<file path="src/rtl/thermo_pattern_gen.sv">
// thermo_pattern_gen: thermometer-coded FF-column stimulus source for the TDC stop decoder.
// Ports:
//   clk, rst                  clock; synchronous active-high reset
//   bin_in/bin_valid/bin_ready  single-shot request handshake
//   sweep_start/sweep_stop    full-range sweep control
//   pattern_out/pattern_valid/expected_bin  registered stimulus and its decode
//   range_err, sweep_done     one-cycle status pulses
//   busy                      high outside IDLE
// Optional: define TPG_BUBBLE_EN to add bubble_en, which clears bit b+1 to emulate a bubble.
module thermo_pattern_gen #(
    parameter int NUM_FF      = 64,
    parameter int BITS_DECO   = 8,
    parameter int HOLD_CYCLES = 4
) (
    input  logic                 clk,
    input  logic                 rst,
    input  logic [BITS_DECO-1:0] bin_in,
    input  logic                 bin_valid,
    output logic                 bin_ready,
    input  logic                 sweep_start,
    input  logic                 sweep_stop,
`ifdef TPG_BUBBLE_EN
    input  logic                 bubble_en,
`endif
    output logic [NUM_FF-1:0]    pattern_out,
    output logic                 pattern_valid,
    output logic [BITS_DECO-1:0] expected_bin,
    output logic                 range_err,
    output logic                 sweep_done,
    output logic                 busy
);
    localparam int CW = $clog2(HOLD_CYCLES + 1);
    localparam logic [BITS_DECO-1:0] LAST_BIN = BITS_DECO'(NUM_FF - 4);
    localparam logic [BITS_DECO-1:0] ONE = BITS_DECO'(1);
    localparam logic [CW-1:0] CNT_LOAD = CW'(HOLD_CYCLES - 1);
    typedef enum logic [1:0] {IDLE, HOLD, SWEEP} state_t;
    state_t               r_state, w_state_nxt;
    logic [BITS_DECO-1:0] r_bin, w_bin_nxt;
    logic [CW-1:0]        r_cnt, w_cnt_nxt;
    logic                 r_stop, w_stop_nxt;
    logic [NUM_FF-1:0]    r_pattern, w_pat_nxt;
    logic [BITS_DECO-1:0] r_exp, w_exp_nxt;
    logic                 r_pvalid, r_range_err, r_sweep_done;
    logic                 w_req_ok, w_req_bad, w_start, w_hold_end, w_sweep_end, w_emit, w_load;
    assign w_req_ok    = (r_state == IDLE) && bin_valid && (bin_in <= LAST_BIN);
    assign w_req_bad   = (r_state == IDLE) && bin_valid && (bin_in > LAST_BIN);
    assign w_start     = (r_state == IDLE) && !bin_valid && sweep_start;
    assign w_hold_end  = (r_cnt == '0);
    // A stop seen in the final hold cycle itself still ends the sweep at this boundary.
    assign w_sweep_end = (r_state == SWEEP) && w_hold_end && (r_bin == LAST_BIN || r_stop || sweep_stop);
    always_ff @(posedge clk) begin
        if (rst) r_state <= IDLE;
        else     r_state <= w_state_nxt;
    end
    always_comb begin
        w_state_nxt = (r_state == IDLE) ? (w_req_ok ? HOLD : w_start ? SWEEP : IDLE) :
                      (r_state == HOLD) ? (w_hold_end ? IDLE : HOLD) :
                      (r_state == SWEEP && !w_sweep_end) ? SWEEP : IDLE;
    end
`ifdef TPG_BUBBLE_EN
    logic r_bubble, w_bub_nxt;
    // Bubble mode is captured with the request or sweep start and kept for its duration.
    assign w_bub_nxt = w_emit && ((r_state == IDLE) ? bubble_en : r_bubble);
    assign w_exp_nxt = (w_bub_nxt && w_bin_nxt != '0) ?
                       ((w_bin_nxt <= BITS_DECO'(NUM_FF - 6)) ? w_bin_nxt + BITS_DECO'(2) : '0) : w_bin_nxt;
    always_ff @(posedge clk) begin
        if (rst) r_bubble <= 1'b0;
        else     r_bubble <= w_bub_nxt;
    end
`else
    assign w_exp_nxt = w_bin_nxt;
`endif
    always_comb begin
        w_emit     = (w_state_nxt != IDLE);
        w_load     = w_emit && (r_state == IDLE || w_hold_end);
        w_bin_nxt  = !w_emit ? '0 : w_req_ok ? bin_in : w_start ? ONE :
                     (r_state == SWEEP && w_hold_end) ? r_bin + ONE : r_bin;
        w_cnt_nxt  = w_load ? CNT_LOAD : w_hold_end ? r_cnt : r_cnt - CW'(1);
        w_stop_nxt = (r_state == SWEEP) && w_emit && (r_stop || sweep_stop);
        w_pat_nxt  = '0;
        // Bin 0 is all zeros; any other bin b sets every column at or above b.
        for (int k = 0; k < NUM_FF; k++) begin
            w_pat_nxt[k] = (w_bin_nxt != '0) && (BITS_DECO'(k) >= w_bin_nxt);
`ifdef TPG_BUBBLE_EN
            if (w_bub_nxt && BITS_DECO'(k) == w_bin_nxt + ONE) w_pat_nxt[k] = 1'b0;
`endif
        end
    end
    always_ff @(posedge clk) begin
        if (rst) begin
            r_bin        <= '0;
            r_cnt        <= '0;
            r_stop       <= 1'b0;
            r_pattern    <= '0;
            r_exp        <= '0;
            r_pvalid     <= 1'b0;
            r_range_err  <= 1'b0;
            r_sweep_done <= 1'b0;
        end else begin
            r_bin        <= w_bin_nxt;
            r_cnt        <= w_cnt_nxt;
            r_stop       <= w_stop_nxt;
            r_pattern    <= w_pat_nxt;
            r_exp        <= w_exp_nxt;
            r_pvalid     <= w_emit;
            r_range_err  <= w_req_bad;
            r_sweep_done <= w_sweep_end;
        end
    end
    assign bin_ready     = (r_state == IDLE) && !rst;
    assign busy          = (r_state != IDLE);
    assign pattern_out   = r_pattern;
    assign pattern_valid = r_pvalid;
    assign expected_bin  = r_exp;
    assign range_err     = r_range_err;
    assign sweep_done    = r_sweep_done;
endmodule

</file>
<file path="config.mk">
export PLATFORM = sky130hd
export DESIGN_NAME = thermo_pattern_gen
export DESIGN_NICKNAME = d
export VERILOG_FILES = /design/src/rtl/thermo_pattern_gen.sv
export SDC_FILE = /design/constraint.sdc
export NUM_CORES = 1
export LEC_CHECK = 0
export ABC_AREA = 0
export BUFFER_PORTS_ARGS = -buffer_cell sky130_fd_sc_hd__buf_2
export CAP_MARGIN = 40
export CORE_MARGIN = 2
export CORE_UTILIZATION = 45
export CTS_CLUSTER_SIZE = 14
export DETAILED_ROUTE_END_ITERATION = 16
export PLACE_DENSITY = 0.71
export SETUP_SLACK_MARGIN = 0.15
export SYNTH_ARGS = -nofsm -noshare
export SYNTH_HDL_FRONTEND = slang
export SYNTH_SLANG_ARGS = --single-unit
</file>
<file path="constraint.sdc">
create_clock -name clk -period 7.4 [get_ports clk]
set_clock_uncertainty 0.2 [all_clocks]
set_input_delay 0.74 -clock clk [delete_from_list [all_inputs] [get_ports clk]]
set_output_delay 0.74 -clock clk [all_outputs]
set_load 0.1 [all_outputs]
</file>
== After elaboration in Yosys (flattened, before gate mapping) ==
Cells that the tools add are included.
Word-level totals
  bits in registers: 81
  bits in latches: 0
  memory bits (writable): 0
  memory bits (read-only): 0
  input bits: 13
  output and inout bits: 77
  logic and storage cells: 182
  memories: 0
Operators by class
  $add $sub $neg: 2
  multiply operators: 0
  div/mod/pow operators: 0
  $lt $le $gt $ge: 66
  equality and inequality tests: 4
  shifts and indexed selects: 0
  multiplexer cells: 12
  bitwise logic cells: 0
  reductions and logical operators: 89
Operators with widths (number)
  $ge A6 B8 Y1 const A: 32
  $ge A5 B8 Y1 const A: 16
  $logic_and A1 B1 Y1: 76
  $ge A4 B8 Y1 const A: 8
  $ge A3 B8 Y1 const A: 4
  $mux W8: 4
  $ge A1 B8 Y1 const A: 2
  $ge A2 B8 Y1 const A: 2
  $mux W2: 7
  $add A8 B1 Y8 const B: 1
  $eq A8 B6 Y1 const B: 1
  $gt A8 B6 Y1 const B: 1
  $le A8 B6 Y1 const B: 1
  $reduce_bool A8 Y1: 1
  $logic_or A1 B1 Y1: 4
  $reduce_bool A2 Y1: 2
  $logic_not A1 Y1: 3
  $logic_not A3 Y1: 1
  $sub A3 B1 Y3 const B: 1
  $eq A2 B1 Y1 const B: 1
  $eq A2 B2 Y1 const B: 1
  $logic_not A2 Y1: 1
  $ne A2 B1 Y1 const B: 1
  $reduce_or A2 Y1: 1
  $mux W1: 1

== Depth between registers and ports, before layout ==
Gate-level depths: netlist (run 1).
  word-level depth: 13
  mapped depth: 13
  depth with buffers taken out: 9

== Least setup slack after synthesis (run 1) ==
Ideal clock, no wire load.
  path type: register to output
  start point: reg r_state[0]
  end point: out bin_ready
  data arrival time: 2.437 ns
  data required time: 6.460 ns
  slack: 4.023 ns
  stages on the path, launching flop included: 5
  buffers on the path: 1
  cell sequence: dfxtp_1 > buf_6 > nor2_2 > inv_1 > nor2_1
Between the ends
  cells in the longest elaborated chain, start to end: 2
RTL lines
  start: declaration: RTL line 37  | state_t r_state, w_state_nxt;
  start signal: assignment: RTL line 53  | else r_state <= w_state_nxt;
  $logic_not A2 Y1: RTL line 110  | assign bin_ready = (r_state == IDLE) && !rst;
  $logic_and A1 B1 Y1: RTL line 110
  end: declaration: RTL line 19  | output logic bin_ready,
No other way between the ends.

== Worst setup path in the final report (run 1) ==
  start point: reg r_cnt[0]
  end point: reg r_pattern[49], in the netlist pattern_out[49]
Between the ends
  cells in the longest elaborated chain, start to end: 12
  elaborated cells between the ends (all ways): 17
  classes of those cells: order compare (1); mux (8); reduce/logical (8)
RTL lines
  start: declaration: RTL line 39  | logic [CW-1:0] r_cnt, w_cnt_nxt;
  start signal: assignment: RTL line 101  | r_cnt <= w_cnt_nxt;
  $logic_not A3 Y1 (*): RTL line 48  | assign w_hold_end = (r_cnt == '0);
  $logic_and A1 B1 Y1: RTL line 50, 77
  $logic_and A1 B1 Y1: RTL line 50  | assign w_sweep_end = (r_state == SWEEP) && w_hold_end && (r_bin == LAST_BIN || r_stop || sweep_stop);
  $logic_not A1 Y1: RTL line 58  | (r_state == SWEEP && !w_sweep_end) ? SWEEP : IDLE;
  $logic_and A1 B1 Y1: RTL line 58
  $mux W2: RTL line 58
  $mux W2: RTL line 57  | (r_state == HOLD) ? (w_hold_end ? IDLE : HOLD) :
  $mux W2: RTL line 56  | w_state_nxt = (r_state == IDLE) ? (w_req_ok ? HOLD : w_start ? SWEEP : IDLE) :
  $reduce_bool A2 Y1: RTL line 74  | w_emit = (w_state_nxt != IDLE);
  $mux W8 (*): RTL line 76  | w_bin_nxt = !w_emit ? '0 : w_req_ok ? bin_in : w_start ? ONE :
  $ge A6 B8 Y1 / $reduce_bool A8 Y1 (equally long branches): RTL line 83  | w_pat_nxt[k] = (w_bin_nxt != '0) && (BITS_DECO'(k) >= w_bin_nxt);
  $logic_and A1 B1 Y1 (*): RTL line 83
  end signal: assignment: RTL line 103  | r_pattern <= w_pat_nxt;
  end: declaration: RTL line 41  | logic [NUM_FF-1:0] r_pattern, w_pat_nxt;
Every way passes the cells marked *; elsewhere a longest branch is shown, timed or not.
A chain may end at the register's enable or synchronous reset.

==> key figures, run 1 <==
Synthesis
  – Synth top area share: 50.4%
  – Mean Syn Cell Area: 9.46 um2
  – Post-synth top cells: dfxtp_1, a21oi_1, nor2_1
  – Area leader, netlist: dfxtp_1
  – Syn. warnings: 0
  – Netlist cell types: 60
  – EDFF count, synth: 0
  – Sequential fraction of the synthesis area: roughly half
  – Mapped cell area: approximately 0.0032 mm2
  – Synth Net Count: around 350
  – Most frequent cell after synthesis: dfxtp_1
  – Fraction of registers with async set/reset: 0%
  – Mapped Cells: 336
  – Area contributors post-synth: dfxtp_1, a21oi_1, nor2_1
  – Primary FF master, synth: dfxtp_1
  – Yosys reg bits: 80

Global routing
  – Met3 Resource Use GR: 4.24%
  – Most Crowded Layer GR: met2
  – Vias in the first global route: 2,424
  – Pin count of the biggest net entering global routing: 19
  – Met1 Use GR: 28.9%
  – Initial antenna violation count: 0
  – First-pass GRT wire length: 12.0 mm
  – Grt met2 use: 29.7%
  – Total grt overflow: 0
  – Total track usage: 20.6%

Clocking
  – Total clock buffers created by CTS: 9
  – Sink Count: 80
  – Post-CTS resize count: 0
  – Postcts setup bufs: 0
  – CTS root buf: clkbuf_8
  – Hold Buf Count CTS: 0
  – Clock latency on the worst-skew pair: 0.35 ns
  – H-tree Lvls: 3
  – Clock transition at path regs: 0.08 ns
  – Max Root-Sink Buffers: 2
  – CTS tree: yes

Die
  – Die Span Y: 88.0 um
  – Die area: just under 0.008 mm2
  – Die W: 88.0 um
  – # rows: 30
  – Core area: 0.00683 mm2
  – IO Pins: 90
  – Starting Density: 46.5%

Timing
  – Post-layout min period: 3.47 ns
  – Pins Over Slew Limit: 0
  – Post-route setup slack: just under 4 ns
  – Post-route setup TNS: 0 ns
  – Peak Freq: 288 MHz
  – Part of the cycle the worst path needs: 46.9%
  – Hold slack final: 0.295 ns
  – Slew @ Worst Pin: 0.947 ns
  – # setup viols final: 0
  – Relative slew slack: 36.7%
  – RSZ-0062 raised after global routing: false
  – Final Hold Vio Count: 0

Placement
  – Inst Count DP: 500
  – DPL Wire Length: roughly 5.7 mm
  – Post-place setup slack: 3.96 ns
  – Port bufs: 88
  – Placer Congestion: 0.941

Routing
  – Initial DRC Count: 230
  – Drt first pass iters: 4
  – Wire per inst: around 15 um
  – DRT antenna net count: 0
  – Post-Route WL: between 7 and 8 mm
  – DR DRC count: 0
  – Vias per Instance: 5.21
  – DR vias: 2,684

Status
  – Run status: complete, no violations

Cells and area
  – Ant diodes: 0
  – Area growth syn-to-layout: 20.9%
  – Reg area: between 0.0015 and 0.002 mm2
  – Layout cells sized above 1: 30.1%
  – Nets: 432
  – Fin cells: 515
  – Multi-input gate area: about 0.0014 mm2
  – # fillers: 651

Setup path
  – Worst Path Required: between 7 and 8 ns
  – Worst Path Arrival: 3.46 ns
  – Critical Path End: pattern_out[49]
  – Crit start category: register
  – CP Class: register to register
  – FF-to-FF Start: r_cnt[0]
  – Worst setup path start: r_cnt[0]
  – Flop-to-flop setup slack: 3.93 ns
  – R2R cell count: 9
  – Crit. End Element: register
  – Reg2reg end: pattern_out[49]
  – Critical Path Fanout Max: 17

Hold path
  – Worst hold path type: register to register
  – Worst Hold Depth: 1

Power
  – PwrDens: 347 mW/mm2
  – VDD IR-drop max: 0.161 mV
  – Pleak: 1.76 nW

Run
  – Maxcap violations: 0
sequential cells by signal, summed over array words and instances, names as in the netlist:
| name | count |
|---|---|
| pattern_out | 63 |
| r_bin | 8 |
| r_cnt | 3 |
| r_state | 2 |
| pattern_valid | 1 |
| r_stop | 1 |
| range_err | 1 |
| sweep_done | 1 |
worst min path at each step:
| stage | startpoint | end | slack, ns |
|---|---|---|---|
| floorplan | r_cnt[0] | r_cnt[0] | 0.25 |
| global placement | r_cnt[0] | r_cnt[0] | 0.27 |
| finish | r_cnt[0] | r_cnt[0] | 0.29 |
| detailed placement | r_cnt[0] | r_cnt[0] | 0.28 |
| global route | r_cnt[0] | r_cnt[0] | 0.32 |
| CTS | r_cnt[0] | r_cnt[0] | 0.30 |
cells by family (layout without fill, tap and decap cells):
kind of cell	count (synthesis)	in the layout	synth area share [%]
and+or+nand+nor	125	125	21.3
AOI/OAI and AO/OA	87	87	18.7
DFF	80	80	50.4
buffers and inverters	32	115	5.87
adders and majority gates	4	4	1.57
xor gates and xnor gates	4	4	1.10
muxes	3	3	0.945
other	1	1	0.118
critical path: stages (launching register included):
cell       delay, ns
dfxtp_1         0.33
inv_1           0.08
ha_1            0.21
nand4bb_1       0.46
o21a_1          0.34
o211ai_1        0.24
nand2_1         0.22
nor3_1          0.45
a311o_1         0.68
a21oi_1         0.10
power by group:
group | internal [mW] | total, mW | leakage (nW) | switching [mW]
clock | 0.225 | 0.386 | 0.120 | 0.162
sequential | 0.475 | 0.490 | 0.655 | 0.0157
combinational | 0.0671 | 0.457 | 0.990 | 0.390
cell usage in the layout, fill, tap and decap left out, types with 3 or more instances in the layout:
cell type,n
a311oi_1,3
a21oi_1,44
ha_1,4
nor2_1,36
nand3_1,5
bufinv_16,3
o211ai_1,4
dfxtp_1,80
clkbuf_8,9
o21ai_0,7
and2_1,6
o21a_1,5
buf_2,88
nand2b_1,6
nor2_2,3
and3_1,3
a31oi_1,4
nor3_1,17
nand2_1,25
mux2i_1,3
nor2_4,7
inv_1,11
per-layer routing:
metal  wire, um  share of wire, %
met5          0                 0
met4        200               2.5
met3        447               5.7
met2       3590                45
met1       3680                46
layout make-up:
type                    count  share of cell area (%)
flip-flops and latches     80                    41.7
multi-input cells         224                    36.2
repair buffers             89                    11.7
clock buffers               9                    3.22
well taps                  96                    3.13
clock inverters             6                    3.03
inverters                  11                    1.07
metrics by stage:
| step | total power [mW] | cell area (um2) | util (%) |
|---|---|---|---|
| after detailed placement | 0.957 | 3600 | 52.7 |
| final | 1.33 | 3840 | 56.2 |
| after CTS | 1.34 | 3840 | 56.2 |
| after global routing | 1.38 | 3840 | 56.2 |
| after global placement | 0.955 | 3590 | 52.6 |
| after floorplan | 0.898 | 3180 | - |
Note: power is estimated with default switching activity, not from simulation.
==> run 2: changes to the inputs <==
==> constraint.sdc (replaced) <==
create_clock -name clk -period 3.3 [get_ports clk]
set_clock_uncertainty 0.2 [all_clocks]
set_input_delay 0.33 -clock clk [delete_from_list [all_inputs] [get_ports clk]]
set_output_delay 0.33 -clock clk [all_outputs]
set_load 0.1 [all_outputs]
==> run 2 against run 1 <==
  * Die area stayed put
  * Critical endpoint is now pattern_out[11]
  * Critical path depth stayed put
  * Worst hold slack got worse by 0.28 ns
  * Register-to-register slack got worse by 3.6 ns
  * Sequential power increased by 120%
  * Largest cell class unchanged
==> key figures, run 2 (synthesis results as in run 1) <==
Cells and area
  – Ant diodes: 0 (unchanged)
  – Nets: 445 (+3.0%)
  – Commonest non-fill, non-tap cell in the layout: buf_2
  – Layout cells sized above 1: 35.1% (+5.0 points)
  – Most frequent cells in the layout: buf_2, dfxtp_1, a21oi_1
  – Max reg flops: 63 (unchanged)
  – Area growth syn-to-layout: 24.2%

Routing
  – Vias per Instance: 5.10 (-2.1%)
  – DR vias: 2,700 (+0.60%)
  – Wire per inst: 14.9 um (-3.0%)
  – DR DRC count: 0 (unchanged)
  – Initial DRC Count: 150 (-35%)
  – Drt first pass iters: 4 (unchanged)
  – Post-Route WL: 7.88 mm (-0.37%)
  – DRT antenna net count: 0 (unchanged)

Power
  – PwrDens: 736 mW/mm2 (+110%)
  – Pleak: 1.82 nW (+3.2%)
  – VDD IR-drop max: 0.392 mV (+140%)

Clocking
  – Postcts setup bufs: 0 (unchanged)
  – H-tree Lvls: 3 (unchanged)
  – CTS tree: yes
  – CTS root buf: clkbuf_8
  – Clock latency on the worst-skew pair: 0.35 ns (about the same)
  – Clock transition at path regs: 0.08 ns (about the same)
  – Max Root-Sink Buffers: 2 (unchanged)
  – Total clock buffers created by CTS: 9 (unchanged)
  – Sink Count: 80 (unchanged)

Die
  – Die W: 88.0 um (unchanged)
  – Die area: 0.00775 mm2 (unchanged)
  – Core area: 0.00683 mm2 (unchanged)
  – Starting Density: 46.5% (unchanged)
  – IO Pins: 90 (unchanged)
  – # rows: 30 (unchanged)
  – Die Span Y: 88.0 um (unchanged)

Timing
  – Peak Freq: 339 MHz (+18%)
  – Pins Over Slew Limit: 0 (unchanged)
  – Relative slew slack: 59.9% (+23 points)
  – Part of the cycle the worst path needs: 89.4% (+42 points)
  – RSZ-0062 raised after global routing: false
  – Slew @ Worst Pin: 0.596 ns (-0.351 ns)
  – Hold slack final: 0.0198 ns (-0.275 ns)
  – Final Hold Vio Count: 0 (unchanged)
  – Post-route setup TNS: 0 ns (unchanged)
  – # setup viols final: 0 (unchanged)
  – Post-layout min period: 2.95 ns (-0.522 ns)

Setup path
  – CP Class: register to register
  – Critical Path Slowest Stage Cell: or4_4
  – Crit start category: register
  – Worst Path Arrival: 3.03 ns (-0.43 ns)
  – Crit-path max cell delay: 0.69 ns (about the same)
  – Worst Path Required: 3.38 ns (-4.01 ns)
  – Crit. End Element: register
  – Critical Path Fanout Max: 15 (-2)
  – Crit-path cells: inv_1, ha_1, and4bb_4, xnor2_1, nor2_1, a32oi_2, o31ai_2, or4_4, a21oi_1

Placement
  – Placer Congestion: 0.890 (-5.5%)
  – DPL Wire Length: 5.79 mm (+0.81%)
  – Port bufs: 88 (unchanged)

Global routing
  – Total track usage: 21.5% (+0.90 points)
  – First-pass GRT wire length: 12.7 mm (+5.5%)
  – Initial antenna violation count: 0 (unchanged)
  – Total grt overflow: 0 (unchanged)
  – Vias in the first global route: 2,545 (+5.0%)
  – Pin count of the biggest net entering global routing: 19 (unchanged)

Run
  – Maxcap violations: 0 (unchanged)

Hold path
  – Worst hold path type: input port to register

Status
  – Run status: complete, no violations
==> run 2: final cells by class <==
| cell class | instances | area (um2) |
|---|---|---|
| Clock inverter | 6 | 75.1 |
| Tap cell | 96 | 120 |
| Sequential cell | 80 | 1610 |
| Inverter | 11 | 41.3 |
| Fill cell | 635 | 2890 |
| Clock buffer | 10 | 138 |
| Multi-Input combinational cell | 224 | 1420 |
| Timing Repair Buffer | 102 | 546 |
==> run 2: power breakdown <==
group | internal [mW] | switching [mW]
Clock | 0.380 | 0.378
Sequential | 1.06 | 0.0341
Combinational | 0.167 | 0.880
Total | 1.61 | 1.29
==> run 2: timing repair <==
| item | in CTS | in global routing |
|---|---|---|
| setup endpoints to repair | 0 | 54 |
| hold buffers | 0 | 0 |
| resized for setup | 0 | 4 |
==> run 2: path summary, 6_finish.rpt <==
kind | startpoint | end | slack (ns) | cells past startpoint
worst min-delay path | bin_valid | range_err | 0.02 | 3
worst min register to register | r_cnt[0] | r_cnt[0] | 0.30 | 1
worst max-delay path | r_cnt[0] | pattern_out[11] | 0.35 | 9
worst max register to register | r_cnt[0] | pattern_out[11] | 0.35 | 9
==> run 2: stage by stage <==
step | area, um2 | std cells | setup slack (ns) | total power [mW] | utilization [%]
detailed placement | 3710 | 513 | 0.337 | 2.16 | 54.3
global placement | 3700 | 512 | 0.338 | 2.15 | 54.2
global route | 3950 | 529 | 0.165 | 3.02 | 57.8
floorplan | 3190 | 336 | 0.317 | 2.01 | -
CTS | 3920 | 529 | 0.308 | 2.91 | 57.4
finish | 3950 | 529 | 0.350 | 2.90 | 57.8
==> run 2: worst max-delay path: cells and delay by family, from the launching register on <==
kind	cells	cell delay, ns
AOI/OAI and AO/OA	3	0.71
and+or+nand+nor	3	1.02
adders and majority gates	1	0.23
buffers and inverters	1	0.07
DFF	1	0.35
xor gates and xnor gates	1	0.30
==> run 2: routing by layer <==
| metal | GRT usage (%) | wire, um | vias up |
|---|---|---|---|
| met5 | 0 | 0 | - |
| met4 | 10.2 | 166 | 0 |
| met3 | 4.15 | 362 | 13 |
| met2 | 32.0 | 3650 | 73 |
| met1 | 29.9 | 3710 | 1261 |
| li1 | - | - | 1353 |
==> run 3: changes to the inputs <==
--- a/config.mk
+++ b/config.mk
@@ -6,13 +6,12 @@
 export NUM_CORES = 1
 export LEC_CHECK = 0
 export ABC_AREA = 0
-export BUFFER_PORTS_ARGS = -buffer_cell sky130_fd_sc_hd__buf_2
 export CAP_MARGIN = 40
 export CORE_MARGIN = 2
 export CORE_UTILIZATION = 45
 export CTS_CLUSTER_SIZE = 14
 export DETAILED_ROUTE_END_ITERATION = 16
-export PLACE_DENSITY = 0.71
+export DONT_BUFFER_PORTS = 1
 export SETUP_SLACK_MARGIN = 0.15
 export SYNTH_ARGS = -nofsm -noshare
 export SYNTH_HDL_FRONTEND = slang
==> run 3 against run 2 <==
  * First-iteration DRC count rose by 36%
  * Global-route usage is 2.2 points higher
  * Sequential cell count did not move
  * Critical path type unchanged
  * Largest power group is now combinational cells
==> key figures, run 3 (synthesis results as in run 1) <==
Die
  – Die area: 0.00775 mm2 (unchanged)
  – Die Span Y: 88.0 um (unchanged)
  – Starting Density: 46.5% (unchanged)
  – Die W: 88.0 um (unchanged)
  – # rows: 30 (unchanged)
  – Core area: 0.00683 mm2 (unchanged)
  – IO Pins: 90 (unchanged)

Power
  – Clk pwr share: 24.3% (-1.8 points)
  – Net Sw Power: 1.35 mW (+4.4%)
  – Switching Fraction: 42.7% (-1.8 points)
  – Design Power: 3.16 mW (+8.8%)
  – VDD IR-drop max: 0.442 mV (+13%)
  – Logic pwr share: 39.5% (+3.4 points)
  – Seq pwr share: 36.2% (-1.6 points)
  – Internal power: 1.81 mW (+12%)
  – PwrDens: 669 mW/mm2 (-9.2%)
  – Pleak: 1.96 nW (+7.9%)

Clocking
  – Clock transition at path regs: 0.09 ns (about the same)
  – Sink Count: 80 (unchanged)
  – Max Root-Sink Buffers: 2 (unchanged)
  – CTS tree: yes
  – Postcts setup bufs: 0 (unchanged)
  – CTS root buf: clkbuf_8
  – H-tree Lvls: 3 (unchanged)
  – Total clock buffers created by CTS: 9 (unchanged)
  – Clock latency on the worst-skew pair: 0.35 ns (about the same)

Routing
  – Post-Route WL: 9.02 mm (+14%)
  – Wire per inst: 17.3 um (+16%)
  – Initial DRC Count: 204 (+36%)
  – DRT antenna net count: 0 (unchanged)
  – Vias per Instance: 5.43 (+6.4%)
  – DR vias: 2,835 (+5.0%)
  – DR DRC count: 0 (unchanged)
  – Drt first pass iters: 5 (+1)

Global routing
  – Met1 Use GR: 30.5% (+0.56 points)
  – Pin count of the biggest net entering global routing: 18 (-1)
  – Total track usage: 23.7% (+2.2 points)
  – Vias in the first global route: 2,722 (+7.0%)
  – Met3 Resource Use GR: 5.09% (+0.94 points)
  – Total grt overflow: 0 (unchanged)
  – Grt met2 use: 38.1% (+6.1 points)
  – Most Crowded Layer GR: met2
  – First-pass GRT wire length: 13.8 mm (+8.4%)
  – Initial antenna violation count: 0 (unchanged)

Setup path
  – CP Class: register to register
  – Crit. End Element: register
  – Worst Path Required: 3.38 ns (about the same)
  – Critical Path Fanout Max: 15 (unchanged)
  – Crit start category: register
  – Worst Path Arrival: 3.06 ns (+0.03 ns)

Timing
  – Post-route setup TNS: 0 ns (unchanged)
  – Relative slew slack: 41.4% (-18 points)
  – Part of the cycle the worst path needs: 90.5% (+1.1 points)
  – Peak Freq: 335 MHz (-1.2%)
  – # setup viols final: 0 (unchanged)
  – Hold slack final: 0.0243 ns (+0.00459 ns)
  – Final Hold Vio Count: 0 (unchanged)
  – Post-layout min period: 2.99 ns (+0.0354 ns)
  – RSZ-0062 raised after global routing: true
  – Slew @ Worst Pin: 0.878 ns (+0.282 ns)
  – Pins Over Slew Limit: 0 (unchanged)

Status
  – Run status: complete, no violations

Cells and area
  – # fillers: 494 (-22%)
  – Layout cells sized above 1: 32.9% (-2.2 points)
  – Max reg flops: 63 (unchanged)
  – Area growth syn-to-layout: 48.8%
  – Most frequent cells in the layout: dfxtp_1, buf_8, a21oi_1
  – Ant diodes: 0 (unchanged)
  – Commonest non-fill, non-tap cell in the layout: dfxtp_1
  – Core Util, Final: 69.2% (+11 points)
  – Nets: 438 (-1.6%)
  – Multi-input gate area: 0.00141 mm2 (-0.71%)
  – Reg area: 0.00161 mm2 (unchanged)

Placement
  – DPL Wire Length: 6.64 mm (+15%)
  – Placer Congestion: 0.878 (-1.3%)
  – Port bufs: 0 (-100%)

Run
  – Maxcap violations: 0 (unchanged)

Hold path
  – Worst hold path type: input port to register
[run 3: cell count changes in the layout (fill, tap and decap cells not counted), moves of 6 or more]
cell,previous run,this run
buf_4,14,23
dlygate4sd3_1,0,6
buf_8,0,57
buf_2,88,0
buf_16,0,9
[run 3: repair_timing]
action | in CTS | in global routing
setup endpoints to repair | 32 | 63
gates resized for setup | 3 | 1
hold buffers | 6 | 0
endpoints found under the hold margin | 11 | 0
[run 3: power by group through the flow]
stage	Sequential (mW)	Clock (mW)	Combinational (mW)
after floorplan	1.76	0	0.252
after global placement	1.77	0	0.309
after detailed placement	1.17	0	1.24
after CTS	1.15	0.775	1.25
after global routing	1.15	0.814	1.29
final	1.15	0.767	1.25
[run 3: final timing paths]
path / slack (ns) / cells past startpoint / from / end
worst max-delay path: 0.31 / 9 / r_cnt[0] / pattern_out[11]
worst min-delay path: 0.02 / 3 / bin_valid / r_state[1]
worst max register to register: 0.31 / 9 / r_cnt[0] / pattern_out[11]
worst min register to register: 0.30 / 1 / r_cnt[0] / r_cnt[0]
[run 3: metrics by stage]
stage	setup WS, ns	cells	cell area (um2)
floorplan	0.317	336	3190
global placement	0.0901	434	3340
detailed placement	0.0190	500	4440
CTS	0.229	522	4720
global route	0.127	522	4730
finish	0.314	522	4730
[run 3: per-layer routing]
layer / routed length (um) / vias up
li1: - / 1338
met1: 3880 / 1364
met2: 4400 / 114
met3: 524 / 19
met4: 219 / 0
met5: 0 / -
[run 3: cell type report]
cell class | count | share of cell area (%)
clock buffer | 10 | 2.91
clock inverter | 6 | 1.61
inverter | 11 | 0.873
multi-input combinational | 224 | 29.7
sequential | 80 | 34.1
tap | 96 | 2.54
timing repair buffer | 95 | 28.3
[run 3: worst max-delay path, cell delays in order (launching register included)]
cell      delay [ns]
dfxtp_1         0.36
inv_1           0.07
ha_1            0.25
and4bb_4        0.25
xnor2_1         0.23
nor2_1          0.07
a32oi_1         0.43
o31ai_1         0.18
or4_4           0.69
a21oi_1         0.18
